File: src/rtl/audio_path_ctrl.sv
// Sample-level sequencer between SPI receiver, effect unit and DAC driver.
// Debounces the mode button, waits on the effect unit with a timeout, and issues one DAC transfer per accepted sample.
module audio_path_ctrl #(
    parameter int CLOCK_MAX   = 25_000_000,
    parameter int DEBOUNCE_MS = 20,
    parameter int EFF_TIMEOUT = 256
) (
    input  logic        clk_25mhz,
    input  logic        reset,
    input  logic        mode_btn,
    input  logic        sample_valid,
    input  logic [15:0] audio_orig,
    input  logic        eff_done,
    input  logic [15:0] audio_eff,
    input  logic        dac_busy,
    output logic        dac_start,
    output logic [15:0] dac_data,
    output logic        mode_active,
    output logic        timeout_flag,
    output logic [7:0]  drop_count
);
    localparam int DEB_CYC = (CLOCK_MAX / 1000) * DEBOUNCE_MS;
    localparam int DW      = (DEB_CYC > 1) ? $clog2(DEB_CYC) : 1;
    localparam int TW      = (EFF_TIMEOUT > 1) ? $clog2(EFF_TIMEOUT) : 1;
    localparam logic [DW-1:0] DEB_LAST = DW'(DEB_CYC - 1);
    localparam logic [TW-1:0] TMO_LAST = TW'(EFF_TIMEOUT - 1);

    typedef enum logic [1:0] {
        IDLE     = 2'd0,
        WAIT_EFF = 2'd1,
        WAIT_DAC = 2'd2,
        ISSUE    = 2'd3
    } state_t;

    state_t          state_r;
    state_t          state_next_s;
    logic            btn_meta_r;
    logic            btn_sync_r;
    logic            btn_level_r;
    logic [DW-1:0]   deb_cnt_r;
    logic            mode_req_r;
    logic [15:0]     s_reg_r;
    logic [TW-1:0]   tcnt_r;
    logic            dac_start_r;
    logic [15:0]     dac_data_r;
    logic            mode_active_r;
    logic            timeout_flag_r;
    logic [7:0]      drop_count_r;
    logic            accept_s;
    logic            eff_take_s;
    logic            timeout_s;
    logic            tcnt_inc_s;
    logic            issue_s;
    logic            drop_s;

    // Button synchronizer and debouncer; each accepted press toggles the requested mode.
    always_ff @(posedge clk_25mhz or negedge reset) begin
        if (!reset) begin
            btn_meta_r  <= 1'b0;
            btn_sync_r  <= 1'b0;
            btn_level_r <= 1'b0;
            deb_cnt_r   <= '0;
            mode_req_r  <= 1'b0;
        end else begin
            btn_meta_r <= mode_btn;
            btn_sync_r <= btn_meta_r;
            if (btn_sync_r == btn_level_r) begin
                deb_cnt_r <= '0;
            end else if (deb_cnt_r == DEB_LAST) begin
                deb_cnt_r   <= '0;
                btn_level_r <= btn_sync_r;
                if (btn_sync_r) begin
                    mode_req_r <= ~mode_req_r;
                end
            end else begin
                deb_cnt_r <= deb_cnt_r + DW'(1);
            end
        end
    end

    // State register.
    always_ff @(posedge clk_25mhz or negedge reset) begin
        if (!reset) begin
            state_r <= IDLE;
        end else begin
            state_r <= state_next_s;
        end
    end

    // Next-state logic; the mode sampled at acceptance picks the path for that sample.
    always_comb begin
        state_next_s = state_r;
        case (state_r)
            IDLE: begin
                if (sample_valid) state_next_s = mode_req_r ? WAIT_EFF : WAIT_DAC;
                else              state_next_s = IDLE;
            end
            WAIT_EFF: begin
                if (eff_done || (tcnt_r == TMO_LAST)) state_next_s = WAIT_DAC;
                else                                  state_next_s = WAIT_EFF;
            end
            WAIT_DAC: begin
                if (!dac_busy) state_next_s = ISSUE;
                else           state_next_s = WAIT_DAC;
            end
            ISSUE:   state_next_s = IDLE;
            default: state_next_s = IDLE;
        endcase
    end

    // Per-state control strobes; eff_done wins over timeout in the same cycle.
    always_comb begin
        accept_s   = 1'b0;
        eff_take_s = 1'b0;
        timeout_s  = 1'b0;
        tcnt_inc_s = 1'b0;
        issue_s    = 1'b0;
        case (state_r)
            IDLE: accept_s = sample_valid;
            WAIT_EFF: begin
                if (eff_done)                 eff_take_s = 1'b1;
                else if (tcnt_r == TMO_LAST)  timeout_s  = 1'b1;
                else                          tcnt_inc_s = 1'b1;
            end
            WAIT_DAC: issue_s  = ~dac_busy;
            ISSUE:    issue_s  = 1'b0;
            default:  accept_s = 1'b0;
        endcase
    end

    assign drop_s = sample_valid && (state_r != IDLE);

    // Sample datapath and registered outputs; dac_start/dac_data launch together on entry to ISSUE.
    always_ff @(posedge clk_25mhz or negedge reset) begin
        if (!reset) begin
            s_reg_r        <= 16'h0000;
            tcnt_r         <= '0;
            dac_start_r    <= 1'b0;
            dac_data_r     <= 16'h0000;
            mode_active_r  <= 1'b0;
            timeout_flag_r <= 1'b0;
            drop_count_r   <= 8'd0;
        end else begin
            dac_start_r <= issue_s;
            if (state_r == IDLE) mode_active_r <= mode_req_r;
            if (accept_s) begin
                s_reg_r <= audio_orig;
                tcnt_r  <= '0;
            end else if (eff_take_s) begin
                s_reg_r <= audio_eff;
            end else if (tcnt_inc_s) begin
                tcnt_r <= tcnt_r + TW'(1);
            end
            if (timeout_s) timeout_flag_r <= 1'b1;
            if (issue_s)   dac_data_r     <= s_reg_r;
            if (drop_s && (drop_count_r != 8'hFF)) drop_count_r <= drop_count_r + 8'd1;
        end
    end

    assign dac_start    = dac_start_r;
    assign dac_data     = dac_data_r;
    assign mode_active  = mode_active_r;
    assign timeout_flag = timeout_flag_r;
    assign drop_count   = drop_count_r;

endmodule

File: config.mk
export PLATFORM = sky130hd
export DESIGN_NAME = audio_path_ctrl
export DESIGN_NICKNAME = d
export VERILOG_FILES = /design/src/rtl/audio_path_ctrl.sv
export SDC_FILE = /design/constraint.sdc
export NUM_CORES = 1
export LEC_CHECK = 0
export BUFFER_PORTS_ARGS = -buffer_cell sky130_fd_sc_hd__buf_2
export CORE_MARGIN = 3
export CORE_UTILIZATION = 50
export CTS_CLUSTER_DIAMETER = 50
export DETAILED_ROUTE_END_ITERATION = 6
export PLACE_DENSITY_LB_ADDON = 0.3
export SYNTH_ARGS = -nofsm -noshare
export SYNTH_HDL_FRONTEND = slang
export SYNTH_SLANG_ARGS = --single-unit
export TNS_END_PERCENT = 50
File: constraint.sdc
create_clock -name clk_25mhz -period 3.17 [get_ports clk_25mhz]
set_input_delay 0.634 -clock clk_25mhz [delete_from_list [all_inputs] [get_ports clk_25mhz]]
set_output_delay 0.634 -clock clk_25mhz [all_outputs]
set_load 0.005 [all_outputs]
# Word level (Yosys, flattened, before mapping)
# Cells that the tools add are included.
word_totals:
  reg_bits: 76
  inputBits: 38
  output_inout_bits: 27
  wordCells: 59
op_classes:
  addsub: 3
  eq_ne: 8
  muxes: 22
  n_bitwise: 3
  n_reduce_logical: 10
op_table:
  columns: ["operator", "n"]
  rows:
  - ["2-to-1 mux 19 bit", 2]
  - ["2-to-1 mux 16 bit", 2]
  - ["2-to-1 mux 8 bit", 3]
  - ["adder 19 x 1 -> 19 bit, second input constant", 1]
  - ["== test 19 bit, second input constant", 1]
  - ["adder 8 x 1 -> 8 bit, second input constant", 2]
  - ["2-to-1 mux 1 bit", 11]
  - ["== test 8 bit, second input constant", 1]
  - ["inequality test 8 bit, second input constant", 1]
  - ["one-hot mux 2 bit (4 select lines)", 1]
  - ["2-to-1 mux 2 bit", 3]
  - ["nonzero test 2 bit", 3]
  - ["== test 2 bit, second input constant", 2]
  - ["AND reduction 2 bit", 2]
  - ["inverter 1 bit", 3]
  - ["AND reduction 3 bit", 1]
  - ["== test 2 x 1 -> 1 bit, second input constant", 1]
  - ["logical AND 1 bit", 2]
  - ["logical NOT 2 bit", 1]
  - ["inequality test 2 bit, second input constant", 1]
  - ["== test 1 bit", 1]
  - ["logical OR 1 bit", 1]

# Longest topological paths before layout
logic_depth:
  depth_word: 7
  mapped_depth: 6
  ltp_nobuf: 5

# Least setup slack after synthesis
# Ideal clock, no wire load.
synth_timing:
  path_type: "in2reg"
  start: "input dac_busy"
  end: "register dac_data_r[10] (netlist: dac_data[10])"
  t_arrival_ns: 1.509
  required_ns: 3.045
  slack_ns: 1.536
  path_stages: 3
  path_cell_list: "nor2_2 -> buf_2 -> mux2_2"
synth_via:
  elab_chain_len: 2
synth_lines:
  columns: ["item", "line_no", "rtl"]
  rows:
  - ["from (decl)", "15", "input logic dac_busy,"]
  - ["inverter 1 bit", "125", "WAIT_DAC: issue_s = ~dac_busy;"]
  - ["2-to-1 mux 1 bit", "118", "case (state_r)"]
  - ["via issue_s", "53", "logic issue_s;"]
  - ["to (signal assigned)", "155", "if (issue_s) dac_data_r <= s_reg_r;"]
  - ["to (decl)", "45", "logic [15:0] dac_data_r;"]
# The timed path passes the listed nets, and every way through them passes these cells.
# A chain may end at the register's enable or synchronous reset.

# Final worst setup path
layout_timing:
  start: "register tcnt_r[0]"
  end: "register tcnt_r[3]"
layout_via:
  elab_chain_len: 6
  word_cells_on_any_way: 10
  classes_between: "add/sub: 1; eq/ne: 1; mux: 6; reduce/logical: 2"
layout_lines:
  columns: ["item", "line_no", "rtl"]
  rows:
  - ["from (decl)", "43", "logic [TW-1:0] tcnt_r;"]
  - ["from (signal assigned)", "152", "tcnt_r <= tcnt_r + TW'(1);"]
  - ["branches (longest 6 deep; another with adder 8 x 1 -> 8 bit)", null, null]
# Parallel ways; which one is timed is not known. The select of a mux whose other input is x is not followed.

==> impl_metrics.ini <==
[setup_path]
crit_type = flop to flop
worst-path-max-fanout = 11
worst_ep_required_time_ns = 3.41
startpoint_type = flop
endpoint_kind = flop
cp.arrival_ns = 2.48

[routing]
drt-total-wl_mm = 6.46
ant_nets = 0
vias_per_cell = 5.47
dr.pass1.iters = 4
wire_per_inst_microns = 14.4
drtIter0Drc = 105
via_count = 2463
drc_errors = 0

[floorplanning]
dieArea_sq_um = 8000
die_y_microns = 89.5
core-area_sq_um = 6530
start_util_pct = 53.3
die_w_microns = 89.5
rows = 29
ios = 65

[placed_design]
placed_cell_area_sq_um = 3860
portBuffers = 64
gp_congestion = 0.873
hpwl_mm = 4.49

[yosys]
yosys_warnings = 0
ys_types = 41
synth_edf_count = 0
async_flop_share_pct = 100
synthFlopType = dfrtp_1
synth_most_common_cell = dfrtp_1
synthTopCellsByCount = dfrtp_1 (76), nand2_1 (27), nor2_1 (24)
ys_ff_latch = 76
netlist_area_sq_um = 3480
syn_area_per_cell_sq_um = 11.5
seq_area_frac_synth_pct = 54.6
synth_top_area_cell = dfrtp_1
yosysTopAreaCellShare_pct = 54.6
ys_top_cells_by_area = dfrtp_1 (55%), mux2_2 (6.1%), mux2i_1 (5.5%)
synthCells = 302
syn_nets = 344

[final_layout]
area_delta_synth_final_pct = 17.1
antenna_cells = 0
nets = 410
fin_area_sq_um = 4080
layout-drive-gt1-share_pct = 29.8

[timing]
hold_viol = 0
period_minus_slack_ns = 2.24
fin_skew_ns = 0.00889
fmax_mhz = 447
setup_tns_ns = 0
maxSlewViolCount = 0
finalSetupViolations = 0
slew_headroom_pct = 21.5
fin_crit_sh_pct = 70.5
rsz0062_at_grt = false
tightest_slew_ns = 1.16

[power_and_ir_drop]
p_leak_uw = 0.00190
vdd_drop_max_mv = 0.428
powerDensity_nw_per_um2 = 729

[run_status]
status = finished clean

[cts]
insertion_delay_ns = 0.34
cts_max_level = 3
root_buffer = clkbuf_8
post-cts-setup-buffer-count = 0
clk_pin_slew_ns = 0.08
post_cts_resized = 0
cts_tree = done
cts_sinks = 76
cts_max_path_buffers = 2
numCtsBuffers = 9
hold_buffers = 0

[grt]
grt_usage_pct = 16.8
antenna_found_initial = 0
grt_pass1_vias = 2287
grt_pass1_wl_mm = 10.5
grt_overflow = 0
grt_start_max_net_pins = 77

[flow_run]
drv_cap = 0

[hold_path]
hold_class = flop to flop
## stage by stage
step / hold slack [ns] / utilization [%] / instances / power [uW] / setup WS, ns
floorplan: 0.331 / - / 302 / 1910 / 1.54
global placement: 0.334 / 59.1 / 434 / 2170 / 1.18
detailed placement: 0.335 / 59.1 / 434 / 2210 / 1.03
CTS: 0.351 / 62.4 / 450 / 3010 / 0.952
global route: 0.376 / 62.4 / 450 / 3180 / 0.712
finish: 0.350 / 62.4 / 450 / 2970 / 0.934
## layout make-up
type	count	area, sq um
Fill cell	528	2450
Multi-Input combinational cell	211	1510
Sequential cell	76	1900
Tap cell	77	96.3
Inverter	5	18.8
Clock inverter	6	87.6
Timing Repair Buffer	65	330
Clock buffer	10	128
## cell usage in the layout, fill, tap and decap left out, types with 9 or more instances in the layout
cell type and count:
o21ai_0 22, dfrtp_1 76, nand2_1 27, nand3_1 15, buf_2 63, xnor2_1 17, mux2i_1 19, mux2_2 19
clkbuf_8 9, nor2_1 24
## critical path, stage by stage, from the launching register on
cell and delay, ns:
dfrtp_1 0.41, ha_1 0.20, nand3_1 0.23, o21ai_0 0.98, o211ai_1 0.21, o31ai_1 0.11
## state kept, by name, indices dropped and copies added, names as in the netlist
register,count
s_reg_r,16
btn_meta_r,1
drop_count,8
state_r,2
dac_data,16
btn_level_r,1
btn_sync_r,1
timeout_flag,1
mode_req_r,1
mode_active,1
deb_cnt_r,19
dac_start,1
tcnt_r,8
## path summary, 6_finish.rpt
kind	from	endpoint	slack, ns	depth (start not counted)
setup reg to reg	tcnt_r[0]$_DFFE_PN0P_	tcnt_r[3]$_DFFE_PN0P_	0.93	5
hold reg to reg	btn_meta_r$_DFF_PN0_	btn_sync_r$_DFF_PN0_	0.35	0
setup / recovery	tcnt_r[0]$_DFFE_PN0P_	tcnt_r[3]$_DFFE_PN0P_	0.93	5
max in group asynchronous	reset	deb_cnt_r[10]$_DFF_PN0_	2.11	1
min in group asynchronous	reset	deb_cnt_r[5]$_DFF_PN0_	0.40	1
hold / removal	btn_meta_r$_DFF_PN0_	btn_sync_r$_DFF_PN0_	0.35	0
## per-layer routing
metal  part of all wire, %  global-route usage (%)  vias up
li1                      -                       -     1203
met1                    46                    22.5     1201
met2                    49                    26.7       47
met3                   3.0                    2.95       12
met4                   1.8                    7.85        0
met5                     0                       0        -
## where the power goes
group / switching, uW / internal, uW / leakage (uW)
clock network: 353 / 445 / 0.000111
registers: 176 / 1230 / 0.000989
logic: 376 / 385 / 0.000801
## cell families after synthesis
family / synth area share (%)
AND/OR/NAND/NOR: 17.8
flip-flops: 54.6
buffers and inverters: 1.90
AO/OA/AOI/OAI: 6.32
adder cells (fa/ha/maj): 1.44
multiplexers: 11.6
XOR/XNOR: 6.29
No activity file was read; power rests on OpenSTA's default activity.
